`config.mk`:
```
export PLATFORM = sky130hd
export DESIGN_NAME = operand_issue_flat
export DESIGN_NICKNAME = d
export VERILOG_FILES = /design/src/rtl/operand_issue_pkg.sv /design/src/rtl/operand_issue_if.sv /design/src/rtl/operand_issue_fifo.sv /design/src/rtl/operand_issue.sv /design/src/flat_wrapper.sv
export SDC_FILE = /design/constraint.sdc
export NUM_CORES = 1
export LEC_CHECK = 0
export CORE_MARGIN = 1
export CORE_UTILIZATION = 49
export CTS_BUF_LIST = sky130_fd_sc_hd__clkbuf_16
export DETAILED_ROUTE_END_ITERATION = 12
export MAX_ROUTING_LAYER = met4
export PLACE_DENSITY = 0.76
export SETUP_SLACK_MARGIN = 0.02
export SLEW_MARGIN = 20
export SYNTH_ARGS = -nofsm -noshare
export SYNTH_HDL_FRONTEND = slang
export SYNTH_SLANG_ARGS = --single-unit
```
`constraint.sdc`:
```
create_clock -name clk -period 1.54 [get_ports clk]
set_input_delay 0.231 -clock clk [delete_from_list [all_inputs] [get_ports clk]]
set_output_delay 0.231 -clock clk [all_outputs]
set_load 0.01 [all_outputs]
```
`src/rtl/operand_issue_pkg.sv`:
```
// Shared field widths and helpers for the operand_issue slice.
package operand_issue_pkg;

  localparam int OP_W   = 3;
  localparam int FORM_W = 1;
  localparam int VEC_W  = 2;
  localparam int HDR_W  = OP_W + FORM_W + VEC_W;

  typedef logic [1:0] fifo_cnt_t;
  localparam fifo_cnt_t FIFO_DEPTH = 2'd2;

  // Packed instruction: op | form | vec | ra | rb | rc | rd (MSB to LSB).
  function automatic int instr_width(input int rw);
    return HDR_W + 4 * rw;
  endfunction

endpackage

```
`src/rtl/operand_issue_if.sv`:
```
// Instruction intake, writeback port and datapath presentation bundle.
interface operand_issue_if
  import operand_issue_pkg::*;
#(
  parameter int WIDTH = 4,
  parameter int NREGS = 4
);
  localparam int RW = $clog2(NREGS);
  localparam int IW = instr_width(RW);

  logic             in_valid;
  logic             in_ready;
  logic [IW-1:0]    in_instr;
  logic             wb_en;
  logic [RW-1:0]    wb_addr;
  logic [WIDTH-1:0] wb_data;
  logic             out_valid;
  logic             out_ready;
  logic [OP_W-1:0]  op;
  logic             form;
  logic [VEC_W-1:0] vec;
  logic [WIDTH-1:0] a;
  logic [WIDTH-1:0] b;
  logic [WIDTH-1:0] c;
  logic [WIDTH-1:0] d;

  modport master (
    output in_valid, in_instr, wb_en, wb_addr, wb_data, out_ready,
    input  in_ready, out_valid, op, form, vec, a, b, c, d
  );

  modport slave (
    input  in_valid, in_instr, wb_en, wb_addr, wb_data, out_ready,
    output in_ready, out_valid, op, form, vec, a, b, c, d
  );

endinterface

```
`src/rtl/operand_issue_fifo.sv`:
```
// Two-entry instruction FIFO with synchronous reset; head is always visible.
module issue_fifo
  import operand_issue_pkg::*;
#(
  parameter int IW = 14
) (
  input  logic          clk,
  input  logic          rst,
  input  logic          i_push,
  input  logic          i_pop,
  input  logic [IW-1:0] i_data,
  output fifo_cnt_t     o_count,
  output logic [IW-1:0] o_head
);

  logic [IW-1:0] r_mem [2];
  logic          r_wr_ptr;
  logic          r_rd_ptr;
  fifo_cnt_t     r_count;

  // NOTE: storage is left unreset; r_count alone decides which entries are live.
  always_ff @(posedge clk) begin
    if (i_push) r_mem[r_wr_ptr] <= i_data;
  end

  // NOTE: sequential state uses <= so every register samples pre-edge values.
  always_ff @(posedge clk) begin
    if (rst) begin
      r_wr_ptr <= 1'b0;
      r_rd_ptr <= 1'b0;
      r_count  <= '0;
    end else begin
      if (i_push) r_wr_ptr <= ~r_wr_ptr;
      if (i_pop)  r_rd_ptr <= ~r_rd_ptr;
      case ({i_push, i_pop})
        2'b10:   r_count <= r_count + 2'd1;
        2'b01:   r_count <= r_count - 2'd1;
        default: r_count <= r_count;
      endcase
    end
  end

  assign o_count = r_count;
  assign o_head  = r_mem[r_rd_ptr];

endmodule

```
`src/rtl/operand_issue.sv`:
```
// Instruction issue stage: FIFO, 4-read register file, registered datapath
// outputs. Define RAPIDS_WB_BYPASS_EN to forward same-edge writebacks.
module operand_issue
  import operand_issue_pkg::*;
#(
  parameter int WIDTH = 4,
  parameter int NREGS = 4
) (
  input  logic             clk,
  input  logic             rst,
  operand_issue_if.slave   bus
);

  localparam int RW       = $clog2(NREGS);
  localparam int IW       = instr_width(RW);
  localparam int VEC_LSB  = 4 * RW;
  localparam int FORM_LSB = VEC_LSB + VEC_W;
  localparam int OP_LSB   = FORM_LSB + FORM_W;

  fifo_cnt_t        w_count;
  logic [IW-1:0]    w_head;
  logic             w_in_ready;
  logic             w_push;
  logic             w_load;
  logic [RW-1:0]    w_idx  [4];
  logic [WIDTH-1:0] w_opnd [4];

  logic [WIDTH-1:0] r_regs [NREGS];
  logic             r_out_valid;
  logic [OP_W-1:0]  r_op;
  logic             r_form;
  logic [VEC_W-1:0] r_vec;
  logic [WIDTH-1:0] r_opnd [4];

  assign w_in_ready = (w_count < FIFO_DEPTH);
  assign w_push     = bus.in_valid && w_in_ready;
  // No bypass around the FIFO: only entries already buffered can load.
  assign w_load     = (w_count != '0) && (!r_out_valid || bus.out_ready);

  issue_fifo #(.IW(IW)) u_fifo (
    .clk     (clk),
    .rst     (rst),
    .i_push  (w_push),
    .i_pop   (w_load),
    .i_data  (bus.in_instr),
    .o_count (w_count),
    .o_head  (w_head)
  );

  // NOTE: every always_comb output gets a default first so no latch is inferred.
  always_comb begin
    for (int i = 0; i < 4; i++) begin
      w_idx[i]  = w_head[(3 - i) * RW +: RW];
      w_opnd[i] = r_regs[w_idx[i]];
`ifdef RAPIDS_WB_BYPASS_EN
      if (bus.wb_en && (bus.wb_addr == w_idx[i])) w_opnd[i] = bus.wb_data;
`endif
    end
  end

  always_ff @(posedge clk) begin
    if (rst) begin
      for (int i = 0; i < NREGS; i++) r_regs[i] <= '0;
    end else if (bus.wb_en) begin
      r_regs[bus.wb_addr] <= bus.wb_data;
    end
  end

  // Fields only change on a load, so a stalled presentation stays frozen.
  always_ff @(posedge clk) begin
    if (rst) begin
      r_out_valid <= 1'b0;
      r_op        <= '0;
      r_form      <= 1'b0;
      r_vec       <= '0;
      for (int i = 0; i < 4; i++) r_opnd[i] <= '0;
    end else if (w_load) begin
      r_out_valid <= 1'b1;
      r_op        <= w_head[OP_LSB +: OP_W];
      r_form      <= w_head[FORM_LSB];
      r_vec       <= w_head[VEC_LSB +: VEC_W];
      for (int i = 0; i < 4; i++) r_opnd[i] <= w_opnd[i];
    end else if (bus.out_ready) begin
      r_out_valid <= 1'b0;
    end
  end

  assign bus.in_ready  = w_in_ready;
  assign bus.out_valid = r_out_valid;
  assign bus.op        = r_op;
  assign bus.form      = r_form;
  assign bus.vec       = r_vec;
  assign bus.a         = r_opnd[0];
  assign bus.b         = r_opnd[1];
  assign bus.c         = r_opnd[2];
  assign bus.d         = r_opnd[3];

endmodule

```
`src/flat_wrapper.sv`:
```
// flat-port wrapper written by rule: the top's interface ports become plain ports
module operand_issue_flat import operand_issue_pkg::*;
#(
  parameter int WIDTH = 4,
  parameter int NREGS = 4
)
  (clk, rst, bus_in_valid, bus_in_instr, bus_wb_en, bus_wb_addr, bus_wb_data, bus_out_ready, bus_in_ready, bus_out_valid, bus_op, bus_form, bus_vec, bus_a, bus_b, bus_c, bus_d);
  operand_issue_if #(.WIDTH(WIDTH), .NREGS(NREGS)) bus_i ();
  input  logic clk;
  input  logic rst;
  input wire logic [$bits(bus_i.in_valid)-1:0] bus_in_valid;
  input wire logic [$bits(bus_i.in_instr)-1:0] bus_in_instr;
  input wire logic [$bits(bus_i.wb_en)-1:0] bus_wb_en;
  input wire logic [$bits(bus_i.wb_addr)-1:0] bus_wb_addr;
  input wire logic [$bits(bus_i.wb_data)-1:0] bus_wb_data;
  input wire logic [$bits(bus_i.out_ready)-1:0] bus_out_ready;
  output wire logic [$bits(bus_i.in_ready)-1:0] bus_in_ready;
  output wire logic [$bits(bus_i.out_valid)-1:0] bus_out_valid;
  output wire logic [$bits(bus_i.op)-1:0] bus_op;
  output wire logic [$bits(bus_i.form)-1:0] bus_form;
  output wire logic [$bits(bus_i.vec)-1:0] bus_vec;
  output wire logic [$bits(bus_i.a)-1:0] bus_a;
  output wire logic [$bits(bus_i.b)-1:0] bus_b;
  output wire logic [$bits(bus_i.c)-1:0] bus_c;
  output wire logic [$bits(bus_i.d)-1:0] bus_d;
  assign bus_i.in_valid = bus_in_valid;
  assign bus_i.in_instr = bus_in_instr;
  assign bus_i.wb_en = bus_wb_en;
  assign bus_i.wb_addr = bus_wb_addr;
  assign bus_i.wb_data = bus_wb_data;
  assign bus_i.out_ready = bus_out_ready;
  assign bus_in_ready = bus_i.in_ready;
  assign bus_out_valid = bus_i.out_valid;
  assign bus_op = bus_i.op;
  assign bus_form = bus_i.form;
  assign bus_vec = bus_i.vec;
  assign bus_a = bus_i.a;
  assign bus_b = bus_i.b;
  assign bus_c = bus_i.c;
  assign bus_d = bus_i.d;
  operand_issue #(.WIDTH(WIDTH), .NREGS(NREGS)) u_core (.clk(clk), .rst(rst), .bus(bus_i));
endmodule
```
# Word level (Yosys, flattened, before mapping)

Memories as Yosys holds them, arrays and structs flattened. A register that Yosys moved wholly into a read port is not among the register bits.
Index checks and enable logic that the tools add are counted.

$add $sub $neg: 2
$lt $le $gt $ge: 1
Equality and inequality tests: 2
Mux-type cells: 22
Bitwise gates (word level): 6
Reduce and logical (&&, ||, !) cells: 8

Operators by type and width:

| cell                | count |
|---|---|
| $mux 4              | 5 |
| $mux 1              | 15 |
| $reduce_bool 2->1   | 3 |
| $or 1x1->1          | 4 |
| $pmux 2 s2          | 1 |
| $reduce_or 4->1     | 1 |
| $add 2x1->2 const B | 1 |
| $eq 2x1->1 const B  | 1 |
| $eq 2x2->1 const B  | 1 |
| $logic_and 1x1->1   | 2 |
| $lt 2x2->1 const B  | 1 |
| $mux 2              | 1 |
| $not 1->1           | 2 |
| $sub 2x1->2 const B | 1 |
| $logic_not 1->1     | 1 |
| $logic_or 1x1->1    | 1 |

Bits in registers: 11
Bits in writable memories: 60
Input port bits: 25
Output and inout bits: 24
Memories: 3

Memory list:

| memory              | words | bits a word | read ports | clocked after memory_dff | wr ports | line                     | RTL |
|---|---|---|---|---|---|---|---|
| u_core.u_fifo.r_mem | 2     | 14          | 1          | 1                        | 1        | operand_issue_fifo.sv:16 | `logic [IW-1:0] r_mem [2];` |
| u_core.r_opnd       | 4     | 4           | 4          | 0                        | 4        | operand_issue.sv:33      | `logic [WIDTH-1:0] r_opnd [4];` |
| u_core.r_regs       | 4     | 4           | 4          | 0                        | 4        | operand_issue.sv:28      | `logic [WIDTH-1:0] r_regs [NREGS];` |

# Longest topological paths before layout

Depth in word-level cells: 7
Depth in mapped cells: 7

# Cells and area by module

A second synthesis with hierarchy kept.

Cells, all modules: 177
Area total of the unflattened synthesis: 3113.0 um2

By module, submodules not included:

| module        | times used | cells an instance | area an instance (um2) |
|---|---|---|---|
| operand_issue | 1          | 114               | 1914.3 |
| issue_fifo    | 1          | 63                | 1198.6 |

# Worst setup path before layout

Ideal clock, no wire load.

Path type: register -> register
Start point: register u_core.r_out_valid, in the netlist u_core.bus.out_valid
End point: register u_core.u_fifo.r_count[1], in the netlist u_core.u_fifo.o_count[1]
Library setup time: 0.071 ns
Arrival: 1.520 ns
Required time: 1.469 ns
Slack: -0.051 ns
Cell stages (with the launch flop): 7
Path buffers: 1
Cell sequence: dfxtp_1 > nand2b_1 > o21a_2 > buf_2 > ha_1 > or3_1 > a21oi_1

Cells in the longest elaborated chain, start to end: 5
Elaborated cells between the ends (all ways): 7
Those cells by class: 2 x eq/ne; 1 x mux; 4 x reduce/logical

RTL lines:

| element                                         | line                     | RTL |
|---|---|---|
| start: declaration                              | operand_issue.sv:29      | `logic r_out_valid;` |
| start signal: assignment                        | operand_issue.sv:72      | `r_out_valid <= 1'b0;` |
| start signal: assignment                        | operand_issue.sv:78      | `r_out_valid <= 1'b1;` |
| start signal: assignment                        | operand_issue.sv:84      | `r_out_valid <= 1'b0;` |
| $logic_not 1->1 *                               | operand_issue.sv:38      | `assign w_load = (w_count != '0) && (!r_out_valid \|\| bus.out_ready);` |
| $logic_or 1x1->1 *                              | operand_issue.sv:38      |  |
| $logic_and 1x1->1 *                             | operand_issue.sv:38      |  |
| net u_core.u_fifo.i_pop                         | operand_issue_fifo.sv:10 | `input logic i_pop,` |
| $eq 2x1->1 or $eq 2x2->1 (tied branches)        | operand_issue_fifo.sv:35 | `case ({i_push, i_pop})` |
| $pmux 2 s2 or $reduce_bool 2->1 (tied branches) | -                        |  |
| end signal: assignment                          | operand_issue_fifo.sv:36 | `2'b10: r_count <= r_count + 2'd1;` |
| end signal: assignment                          | operand_issue_fifo.sv:37 | `2'b01: r_count <= r_count - 2'd1;` |
| end signal: assignment                          | operand_issue_fifo.sv:38 | `default: r_count <= r_count;` |
| end: declaration                                | operand_issue_fifo.sv:19 | `fifo_cnt_t r_count;` |

Mark *: on every way through the listed nets, which the timed path passes. The rest lies on a longest branch.
A chain may end at the register's enable or synchronous reset.

==> impl_metrics.toml <==
[timing]
grt_setup_unrepaired = "true"
max_freq_mhz = 659
finalSetupViolCount = 0
fin_crit_sh_pct = 98.6
finalHoldViolCount = 0
period_minus_slack_ns = 1.52
fin_tns_setup_ns = 0
slew-limit-headroom_pct = 71.7
holdWs_ns = 0.479
finalMaxSlewViolations = 0
finClkSkew_ns = 0.00278
worst_slew_pin_slew_ns = 0.424

[synth]
synth_ff_type = "edfxtp_1"
syn_avg_cell_area_um2 = 11.4
synthArstFlopShare_pct = 0
ys_seq_elements = 72
postSynthCellCount = 307
yosys_warnings = 0
yosysSeqAreaShare_pct = 58.6
syn_area_um2 = 3490
synth-edff-count = 60
syn-num-nets = 333
netlist-cell-type-count = 41

[routing]
num_vias = 2781
first_pass_iters = 5
drtAntennaViolNets = 0
drc = 0
viasPerCell = 5.65
wl_um = 8390
routedWlPerCell_um = 17.0
drtIter0Drc = 268

[min_path]
worstHoldStart = "bus_in_instr[12]"
hold_end = "u_core.u_fifo.r_mem[0][12]$_DFFE_PP_"
hold_path_class = "in -> reg"
hold_depth = 1

[grt]
grt_overflow_total = 0
grt_first_pass_wirelength_um = 12800
grt_max_degree = 17
grt_antenna_before_repair = 0
grt_pass1_vias = 2658
grtUsageTotal_pct = 24.0

[clock_network]
cts.clk_slew.worst_paths_ns = 0.06
cts_max_level = 3
clock_path_buffers = 2
cts_buffers = 9
clockRootBuffer = "clkbuf_16"
cts_sinks = 72
clk_latency_ns = 0.33
tritoncts = "done"

[cells_and_area]
n_fill_cell = 520
finalNonFillerCells = 492
area_growth_syn_to_layout_pct = 34.4
finalInstanceArea_um2 = 4690
drive_above_1_share_pct = 22.2
nNetsFinal = 417
diodes = 0

[worst_setup_path]
crit_slowest_cell = "dfxtp_4"
worstSetupStartpointType = "flip-flop"
reg2regPathDepth = 6
cp-end-kind = "flip-flop"
path_cells = "buf_6 > buf_4 > nand2b_4 > o22ai_2 > o21ai_1 > a311oi_1"
required_ns = 1.69
critPathMaxFanout = 8
cp.arrival_ns = 1.66
worstReg2RegEnd = "u_core.r_opnd[0][9]$_SDFFCE_PN0P_"
critical_path_class = "reg -> reg"
cp_slowest_stage_delay_ns = 0.37
reg2reg_slack_ns = 0.02

[power_and_ir_drop]
max-vdd-ir-drop_uv = 1010
power_density_nw_per_um2 = 1720
leakagePower_nw = 1.67

[outcome]
outcome = "finished, final reports clean"

[flow_run]
maxCapViolCount = 0

[floorplanning]
dieArea_um2 = 7460
die_y_um = 86.4
io_pins = 49
initial_core_util_pct = 51.0
fp.dieW_um = 86.4
coreArea_um2 = 6830
rows = 30

[placement]
place_congestion = 0.968
port_buffers = 48
placedCellCount = 471
place_area_um2 = 4280
dpl.hpwl_um = 5800
[cells by family (layout without fill, tap and decap cells)]
group	Yosys count	in the layout	synth area share (%)
buffers and inverters	18	107	2.83
XOR/XNOR	4	4	1.00
flip-flops	72	72	58.6
multiplexers	10	10	3.12
adder cells (fa/ha/maj)	1	1	0.359
AO/OA/AOI/OAI	103	103	19.1
AND/OR/NAND/NOR	99	99	15.0
[worst max-delay path by stage]
| stage | from | cells after the start | end | slack, ns |
|---|---|---|---|---|
| floorplan | u_core.u_fifo.o_count[0]$_SDFFE_PP0P_ | 5 | u_core.u_fifo.o_count[1]$_SDFFE_PP0P_ | -0.02 |
| global placement | bus_out_ready | 6 | u_core.u_fifo.o_count[1]$_SDFFE_PP0P_ | -0.24 |
| detailed placement | bus_out_ready | 6 | u_core.u_fifo.o_count[1]$_SDFFE_PP0P_ | -0.30 |
| CTS | bus_out_ready | 6 | u_core.u_fifo.o_count[1]$_SDFFE_PP0P_ | 0.04 |
| global route | flip-flop | 6 | u_core.r_opnd[0][9]$_SDFFCE_PN0P_ | -0.06 |
| finish | flip-flop | 6 | u_core.r_opnd[0][9]$_SDFFCE_PN0P_ | 0.02 |
[layout make-up]
cell class | count | area (µm²) | area share [%]
flip-flops and latches | 72 | 2050 | 43.7
multi-input cells | 217 | 1440 | 30.7
repair buffers | 84 | 782 | 16.7
clock buffers | 9 | 225 | 4.81
well taps | 96 | 120 | 2.56
clock inverters | 7 | 47.5 | 1.01
inverters | 7 | 26.3 | 0.561
[power breakdown]
part / internal [mW] / switching [mW] / leakage, nW
Combinational: 1.63 / 1.54 / 0.846
Sequential: 2.67 / 0.324 / 0.690
Clock: 1.09 / 0.796 / 0.137
[per-stage QoR]
stage / util (%) / setup slack, ns / power (mW)
after global routing: 68.6 / -0.0569 / 8.43
after floorplan: - / -0.0167 / 4.68
after global placement: 62.6 / -0.242 / 5.82
final: 68.6 / 0.0219 / 8.04
after CTS: 66.8 / 0.0396 / 7.83
after detailed placement: 62.6 / -0.303 / 5.92
[cell usage after synthesis (6+ instances only)]
master | instances | share of area, %
a211oi_1 | 6 | 1.3
a21oi_1 | 13 | 1.9
a311oi_1 | 9 | 2.3
and2_1 | 16 | 2.9
dfxtp_1 | 12 | 6.9
edfxtp_1 | 60 | 52
inv_1 | 7 | 0.75
mux2i_1 | 7 | 2.0
nor2_1 | 36 | 3.9
nor2b_1 | 12 | 2.2
nor3_1 | 10 | 1.4
o21ai_0 | 34 | 4.9
o21ai_1 | 11 | 1.6
o22ai_1 | 13 | 2.3
o22ai_2 | 6 | 2.2
[critical path: cells and delay by family, from the launching register on]
family	cells	cell delay [ns]
and+or+nand+nor	1	0.16
DFF	1	0.37
AOI/OAI and AO/OA	3	0.53
buffers and inverters	2	0.27
[repair_timing]
| item | in CTS | in global routing |
|---|---|---|
| gates resized for setup | 4 | 19 |
| pin swaps | 1 | 7 |
| setup buffers | 0 | 5 |
| hold endpoints to repair | 0 | 0 |
| endpoints found under the setup margin | 7 | 29 |
| hold buffers | 0 | 0 |
[layer usage]
layer	track usage, %	share of wire (%)	up-vias
met3	4.10	5.7	19
li1	-	-	1320
met4	11.8	1.8	0
met5	-	0	-
met2	40.4	51	121
met1	27.8	42	1321
[placed cells by master, fill, tap and decap left out, types with 10 or more instances in the layout]
cell type	n
edfxtp_1	60
nor2b_1	11
and2_1	16
o22ai_1	11
o21ai_1	10
clkdlybuf4s50_1	47
a21oi_1	12
nor2_1	34
o21ai_0	34
buf_4	32
[sequential cells by signal, summed over array words and instances (netlist names), named ones only]
| name | count |
|---|---|
| u_core.bus.out_valid | 1 |
| u_core.r_opnd | 16 |
| u_core.u_fifo.r_rd_ptr | 1 |
| u_core.u_fifo.o_count | 2 |
| u_core.bus.vec | 2 |
| u_core.bus.op | 3 |
| u_core.u_fifo.r_wr_ptr | 1 |
| u_core.r_regs | 16 |
| u_core.bus.form | 1 |
| u_core.u_fifo.r_mem | 28 |
Power figures use the tool's default switching activity.
